## src/rtl/reg_writeback_queue.sv

```systemverilog
// Write-back queue: buffers register write requests in arrival order and
// retires one per cycle onto the register file write port. It also flags
// read addresses that still have a queued write, so operand reads can stall.
module reg_writeback_queue #(
    parameter int WORD       = 16,
    parameter int REGISTERS  = 8,
    parameter int READ_PORTS = 2,
    parameter int DEPTH      = 4,
    localparam int AW = $clog2(REGISTERS),
    localparam int BW = WORD / 8,
    localparam int PW = $clog2(DEPTH),
    localparam int CW = $clog2(DEPTH + 1)
) (
    input  logic                            clk,
    input  logic                            reset,
    // Handshake: a request transfers on a posedge where wb_valid && wb_ready.
    // wb_ready depends only on registered occupancy, never on drain_en, and
    // the producer holds addr/data/bytes stable while wb_valid waits.
    input  logic                            wb_valid,
    output logic                            wb_ready,
    input  logic [AW-1:0]                   wb_addr,
    input  logic [WORD-1:0]                 wb_data,
    input  logic [BW-1:0]                   wb_bytes,
    input  logic                            drain_en,
    output logic [BW-1:0]                   Reg_wr,
    output logic [AW-1:0]                   wr_addr,
    output logic [WORD-1:0]                 wr_data,
    input  logic [READ_PORTS-1:0][AW-1:0]   rd_addr,
    output logic [READ_PORTS-1:0]           pending,
    output logic [CW-1:0]                   count,
    output logic                            empty
);

    logic [PW-1:0]    head_q, head_d;
    logic [PW-1:0]    tail_q, tail_d;
    logic [CW-1:0]    count_q, count_d;
    logic             empty_q, empty_d;
    logic [DEPTH-1:0] valid_q, valid_d;

    logic [AW-1:0]    addr_q  [DEPTH];
    logic [WORD-1:0]  data_q  [DEPTH];
    logic [BW-1:0]    bytes_q [DEPTH];

    logic push;
    logic pop;

    // Zero-byte requests complete the handshake but are dropped here.
    assign wb_ready = (count_q != CW'(DEPTH));
    assign push     = wb_valid && wb_ready && (wb_bytes != '0);
    assign pop      = drain_en && !empty_q;

    // Next-state for pointers, occupancy and per-entry valid bits.
    always_comb begin
        head_d  = head_q;
        tail_d  = tail_q;
        count_d = count_q;
        valid_d = valid_q;
        if (push) begin
            tail_d          = tail_q + PW'(1);
            valid_d[tail_q] = 1'b1;
        end
        if (pop) begin
            head_d          = head_q + PW'(1);
            valid_d[head_q] = 1'b0;
        end
        case ({push, pop})
            2'b10:   count_d = count_q + CW'(1);
            2'b01:   count_d = count_q - CW'(1);
            default: count_d = count_q;
        endcase
        empty_d = (count_d == '0);
    end

    // Control state register; reset discards every queued write.
    always_ff @(posedge clk or posedge reset) begin
        if (reset) begin
            head_q  <= '0;
            tail_q  <= '0;
            count_q <= '0;
            empty_q <= 1'b1;
            valid_q <= '0;
        end else begin
            head_q  <= head_d;
            tail_q  <= tail_d;
            count_q <= count_d;
            empty_q <= empty_d;
            valid_q <= valid_d;
        end
    end

    // Entry payload storage; only meaningful where valid_q is set.
    always_ff @(posedge clk) begin
        if (push) begin
            addr_q[tail_q]  <= wb_addr;
            data_q[tail_q]  <= wb_data;
            bytes_q[tail_q] <= wb_bytes;
        end
    end

    // Register file port driven straight from the head entry while popping.
    always_comb begin
        Reg_wr  = '0;
        wr_addr = '0;
        wr_data = '0;
        if (pop) begin
            Reg_wr  = bytes_q[head_q];
            wr_addr = addr_q[head_q];
            wr_data = data_q[head_q];
        end
    end

    // Hazard flags: any valid entry (including the one retiring now)
    // targeting a read address; a request arriving this cycle is not seen.
    always_comb begin
        pending = '0;
        for (int p = 0; p < READ_PORTS; p++) begin
            for (int e = 0; e < DEPTH; e++) begin
                if (valid_q[e] && (addr_q[e] == rd_addr[p])) begin
                    pending[p] = 1'b1;
                end
            end
        end
    end

    assign count = count_q;
    assign empty = empty_q;

endmodule

```

## config.mk

```make
export PLATFORM = sky130hd
export DESIGN_NAME = reg_writeback_queue
export DESIGN_NICKNAME = d
export VERILOG_FILES = /design/src/rtl/reg_writeback_queue.sv
export SDC_FILE = /design/constraint.sdc
export NUM_CORES = 1
export LEC_CHECK = 0
export ABC_CLOCK_PERIOD_IN_PS = 5100
export CORE_UTILIZATION = 55
export DETAILED_ROUTE_END_ITERATION = 8
export GPL_TIMING_DRIVEN = 0
export HOLD_SLACK_MARGIN = 0.15
export PLACE_DENSITY = 0.89
export SETUP_SLACK_MARGIN = 0.2
export SLEW_MARGIN = 25
export SYNTH_ARGS = -nofsm -noshare
export SYNTH_HDL_FRONTEND = slang
export SYNTH_SLANG_ARGS = --single-unit
```

## constraint.sdc

```tcl
create_clock -name clk -period 5.1 [get_ports clk]
set_clock_uncertainty 0.05 [all_clocks]
set_input_delay 0.51 -clock clk [delete_from_list [all_inputs] [get_ports clk]]
set_output_delay 0.51 -clock clk [all_outputs]
set_load 0.02 [all_outputs]
```

; ---- Yosys cells after proc, flatten, opt, wreduce, memory -nomap -nowiden
; Memories as Yosys holds them, arrays and structs flattened.
; Index checks and enable logic that the tools add are counted.
[totals]
reg_bits = 12
ramBits = 84
input_bits = 31
output_inout_bits = 28
mem_count = 3
[memory_table]
columns = name, depth, width, rd, rd_clocked_by_memory_dff, wr, line
row1 = data_q, 4, 16, 1, 0, 1, 41  ; logic [WORD-1:0] data_q [DEPTH];
row2 = addr_q, 4, 3, 5, 0, 1, 40  ; logic [AW-1:0] addr_q [DEPTH];
row3 = bytes_q, 4, 2, 1, 0, 1, 42  ; logic [BW-1:0] bytes_q [DEPTH];
[classes]
n_addsub = 4
n_lt_le_gt_ge = 4
n_eq_ne = 11
muxes = 20
bitwise = 3
n_reduce_logical = 16
[ops]
columns = op, n
row1 = 3-bit equality test, 8
row2 = 16-bit two-way mux, 1
row3 = 1-bit logical AND, 13
row4 = 1-bit two-way mux, 12
row5 = 4-bit two-way mux, 2
row6 = 2-bit by 3-bit < comparator with 1-bit output (second input constant), 2
row7 = 3-bit case mux with 2 select lines, 1
row8 = 2-bit by 1-bit adder with 2-bit output (second input constant), 2
row9 = 4-bit bitwise AND, 1
row10 = 1-bit demux with 2-bit select, 2
row11 = 2-bit by 1-bit >= comparator with 1-bit output (second input constant), 2
row12 = 4-bit NOT, 1
row13 = 4-bit bitwise OR, 1
row14 = 3-bit by 1-bit adder with 3-bit output (second input constant), 1
row15 = 3-bit logical NOT, 1
row16 = 3-bit two-way mux, 1
row17 = 3-bit != test (second input constant), 1
row18 = 3-bit by 1-bit subtractor with 3-bit output (second input constant), 1
row19 = 2-bit by 1-bit equality test with 1-bit output (second input constant), 1
row20 = 2-bit equality test (second input constant), 1
row21 = 2-bit two-way mux, 1
row22 = 2-bit nonzero test, 1
row23 = 1-bit logical NOT, 1

; ---- Depth between registers and ports, before layout
[logic_depth]
depth_word = 8
mapped_depth = 9
depth_no_buf = 9

; ---- Worst setup path after synthesis
; No wires, ideal clock.
[synth_path]
path_type = flip-flop to flip-flop
startpoint = reg count_q[0], in the netlist count[0]
endpoint = reg count_q[2], in the netlist count[2]
setup_time_ns = 0.127
arrival_ns = 2.266
t_required_ns = 4.923
setup_slack_ns = 2.657
path_stages_with_launch = 10
n_path_buf = 0
period_less_slack_ns = 2.443
cell_sequence = dfrtp_1 > nor3b_4 > inv_1 > o211ai_2 > ha_1 > inv_1 > fa_1 > xor2_1 > o21a_1 > or2_2
[synth_via]
elab_chain_cells = 5
[synth_rtl]
columns = item, line
row1 = from (decl), 36  ; logic [CW-1:0] count_q, count_d;
row2 = from (signal assigned), 85  ; count_q <= count_d;
row3 = 3-bit != test *, 48  ; assign wb_ready = (count_q != CW'(DEPTH));
row4 = via wb_ready, 20  ; output logic wb_ready,
row5 = 1-bit logical AND * (2 in a row), 49  ; assign push = wb_valid && wb_ready && (wb_bytes != '0);
row6 = 2-bit by 1-bit equality test with 1-bit output / 2-bit equality test (equally long branches), 66  ; case ({push, pop})
row7 = 3-bit case mux with 2 select lines *, 66
row8 = via count_d[2], 36
; The timed path passes the listed nets; every way through them passes the cells marked *.
; A chain may end at the register's enable or synchronous reset.

; ---- Final worst setup path
[layout_path]
startpoint = in drain_en
endpoint = out Reg_wr[0]
[layout_via]
elab_chain_cells = 2
[layout_rtl]
columns = item, line
row1 = from (decl), 24  ; input logic drain_en,
row2 = 1-bit logical AND, 50  ; assign pop = drain_en && !empty_q;
row3 = 2-bit two-way mux, 105  ; if (pop) begin
row4 = to (decl), 25  ; output logic [BW-1:0] Reg_wr,
; No other way between the ends.

==> results.sh <==
export IMPL_core_area_um2=7292
export IMPL_finalNonFillerCells=399
export IMPL_cp_slowest_cell="clkdlybuf4s50_1"
export IMPL_p_int_mw=1.682
export IMPL_synth_area_leaders="edfxtp_1 61%, mux4_2 10%, dfrtp_1 6.6%"
export IMPL_yosys_most_used_dff="edfxtp_1"
export IMPL_clkLatencyLatePin_ps=340
export IMPL_period_needed_ps=3278
export IMPL_worst_pin_slew_ps=738.8
export IMPL_rsz0062_at_grt="no"
export IMPL_nFillCells=501
export IMPL_power_switching_uw=800.8
export IMPL_synthDominantCellAreaShare_pct=60.78
export IMPL_setup_viol=0
export IMPL_max_cap_violations=0
export IMPL_cp_required_ps=4540
export IMPL_ys_seq_elements=96
export IMPL_dr_first_iter_drc_count=138
export IMPL_diodes=0
export IMPL_synth_compound_area_share_pct=2.171
export IMPL_post_drt_via_cell_ratio=5.549
export IMPL_drive_gt1_share_pct=16.00
export IMPL_end_kind="primary output"
export IMPL_drt_wl_total_um=7514
export IMPL_finalNetCount=336
export IMPL_synthMuxAreaShare_pct=12.09
export IMPL_holdBufCountCts=0
export IMPL_synth_area_per_cell_um2=17.97
export IMPL_critPathBufInv=4
export IMPL_cpLargestDelayFamily="buffers and inverters"
export IMPL_start_util_pct=56.91
export IMPL_p_clk_share_pct=17.2
export IMPL_post_cts_buffers=0
export IMPL_cts_htree_levels=3
export IMPL_first_pass_iters=6
export IMPL_cp_arrival_ps=2720
export IMPL_grt_pass1_vias=2285
export IMPL_place_hpwl_um=5275
export IMPL_grt_overflow_total=0
export IMPL_min_path_type="input port to async pin"
export IMPL_dp_cells=383
export IMPL_clock_path_buffers=2
export IMPL_startpoint_type="input port"
export IMPL_fin_crit_sh_pct=64.27
export IMPL_antenna_found_initial=0
export IMPL_crit_path_start="drain_en"
export IMPL_grt_max_degree=23
export IMPL_synth_cells=231
export IMPL_synth_cell_type_count=30
export IMPL_synth_fa_ha_area_share_pct=3.196
export IMPL_cts_root_buffer="clkbuf_8"
export IMPL_cp_max_fo=10
export IMPL_seqPwrFrac_pct=45.0
export IMPL_max_stage_delay_ps=640
export IMPL_p_comb_share_pct=37.9
export IMPL_cpMostUsedCell="clkdlybuf4s50_1"
export IMPL_max_slew_margin_pct=50.63
export IMPL_syn_num_nets=272
export IMPL_synthesis_area_um2=4150
export IMPL_clk_pin_slew_worst_paths_ps=90
export IMPL_peakVddDrop_mv=0.3486
export IMPL_setup_tns_ps=0
export IMPL_gp_congestion=0.8653
export IMPL_dieArea_um2=7897
export IMPL_ios=59
export IMPL_ant_nets=0
export IMPL_drcViolationCount=0
export IMPL_multi_input_area_um2=1255
export IMPL_yosys_area_share_xor_xnor_pct=5.909
export IMPL_cts_buffers=9
export IMPL_numClockSinks=96
export IMPL_fmax_mhz=305.1
export IMPL_seq_area_um2=2824
export IMPL_grt_use_total_pct=21.43
export IMPL_leakage_nw=1.678
export IMPL_status="finished clean"
export IMPL_path_class="input port to primary output"
export IMPL_synth_simple_area_share_pct=6.150
export IMPL_wl_per_cell_um=18.83
export IMPL_reg2reg_from="empty"
export IMPL_tritoncts="done"
export IMPL_power_density_nw_per_um2=494.2
export IMPL_hold_violations=0
export IMPL_synth_top_family_by_area="multiplexers"
export IMPL_port_buffer_count=52
export IMPL_rows=31
export IMPL_netSwitchingFraction_pct=32.26
export IMPL_chipWidth_um=88.87
export IMPL_synth_area_leader_cell="edfxtp_1"
export IMPL_cts_resized=0
export IMPL_grt_pass1_wl_um=11830
export IMPL_yosysWarnings=0
export IMPL_synth_edff_count=84
export IMPL_area_delta_synth_final_pct=21.04
export IMPL_die_h_um=88.87
export IMPL_vias=2214
export IMPL_seq_area_frac_synth_pct=68.04
export IMPL_slew_viol_final=0
export IMPL_worstPathCellList="clkdlybuf4s50_1 -> nor2b_1 -> clkbuf_1 -> buf_2 -> and2_1 -> clkdlybuf4s50_1"
export IMPL_async_reset_ff_share_pct=12.50
==> cells by family (layout without fill, tap and decap cells) <==
kind of cell | Yosys count | after routing
AOI/OAI and AO/OA | 11 | 11
adders and majority gates | 10 | 10
muxes | 23 | 23
buffers and inverters | 22 | 91
DFF | 96 | 96
and+or+nand+nor | 41 | 41
xor gates and xnor gates | 28 | 28
==> cell usage after synthesis (2+ instances only) <==
master	number
a2bb2oi_1	4
buf_6	2
inv_1	9
nor2_1	4
ha_1	9
edfxtp_1	84
clkbuf_1	6
nand4_1	10
mux4_2	19
mux4_1	2
o211ai_1	4
and2_1	21
buf_1	2
buf_2	3
dfrtp_1	11
xnor2_1	27
==> sequential cells by signal, indices dropped and copies added, names as in the netlist <==
| register | flops |
|---|---|
| valid_q | 4 |
| bytes_q | 8 |
| addr_q | 12 |
| count | 3 |
| empty | 1 |
| head_q | 2 |
| data_q | 64 |
| tail_q | 2 |
==> metrics by stage <==
step / hold slack [ps] / cell area (µm²) / worst slack, ps / power, mW / utilization [%]
global placement: 474.9 / 4795 / 1713 / 2.027 / 65.75
detailed placement: 486.1 / 4852 / 1711 / 2.086 / 66.54
global route: 485.7 / 5024 / 1700 / 2.610 / 68.89
finish: 428.1 / 5024 / 1822 / 2.483 / 68.89
CTS: 444.0 / 5024 / 1861 / 2.505 / 68.89
floorplan: 324.0 / 4150 / 2657 / 1.724 / -
==> layer usage <==
layer | track usage, % | share of wire [%]
met5 | 0 | 0
met4 | 8.504 | 1.3
met3 | 4.104 | 6.0
met2 | 36.99 | 53
met1 | 26.96 | 39
==> worst paths after layout <==
kind / end / slack, ps / depth (start not counted)
max: Reg_wr[0] / 1820 / 6
min: tail_q[1] / 430 / 2
max reg2reg: count[2] / 2320 / 9
min reg2reg: tail_q[0] / 510 / 1
max in group asynchronous: empty / 4230 / 2
min in group clk: tail_q[0] / 510 / 1
==> placed cells by master, fill, tap and decap left out, types with 2 or more instances in the layout <==
cell,synthesis,final
clkbuf_1,6,7
o211ai_1,4,4
buf_2,3,3
buf_6,2,2
clkbuf_8,0,9
nor2_4,0,4
mux4_1,2,2
clkinvlp_4,0,3
ha_1,9,9
and2_1,21,21
mux4_2,19,19
a2bb2oi_1,4,4
nand4_1,10,10
xnor2_1,27,27
clkdlybuf4s50_1,0,52
buf_1,2,2
inv_1,9,9
edfxtp_1,84,84
dfrtp_1,11,11
==> final cells by class <==
class | instances | share of cell area, %
sequential | 96 | 56.21
multi-input combinational | 113 | 24.98
timing repair buffer | 53 | 10.91
clock buffer | 10 | 2.540
tap | 99 | 2.466
buffer | 13 | 1.345
clock inverter | 6 | 0.8717
inverter | 9 | 0.6725
==> power groups by stage <==
| stage | logic (mW) | clock network, mW | registers (mW) |
|---|---|---|---|
| 6_report | 0.940 | 0.426 | 1.12 |
| 5_1_grt | 1.01 | 0.466 | 1.13 |
| 4_1_cts | 0.956 | 0.433 | 1.12 |
| 3_5_place_dp | 0.954 | 0 | 1.13 |
| 3_3_place_gp | 0.900 | 0 | 1.13 |
| 2_1_floorplan | 0.604 | 0 | 1.12 |
Note: power is estimated with default switching activity, not from simulation.
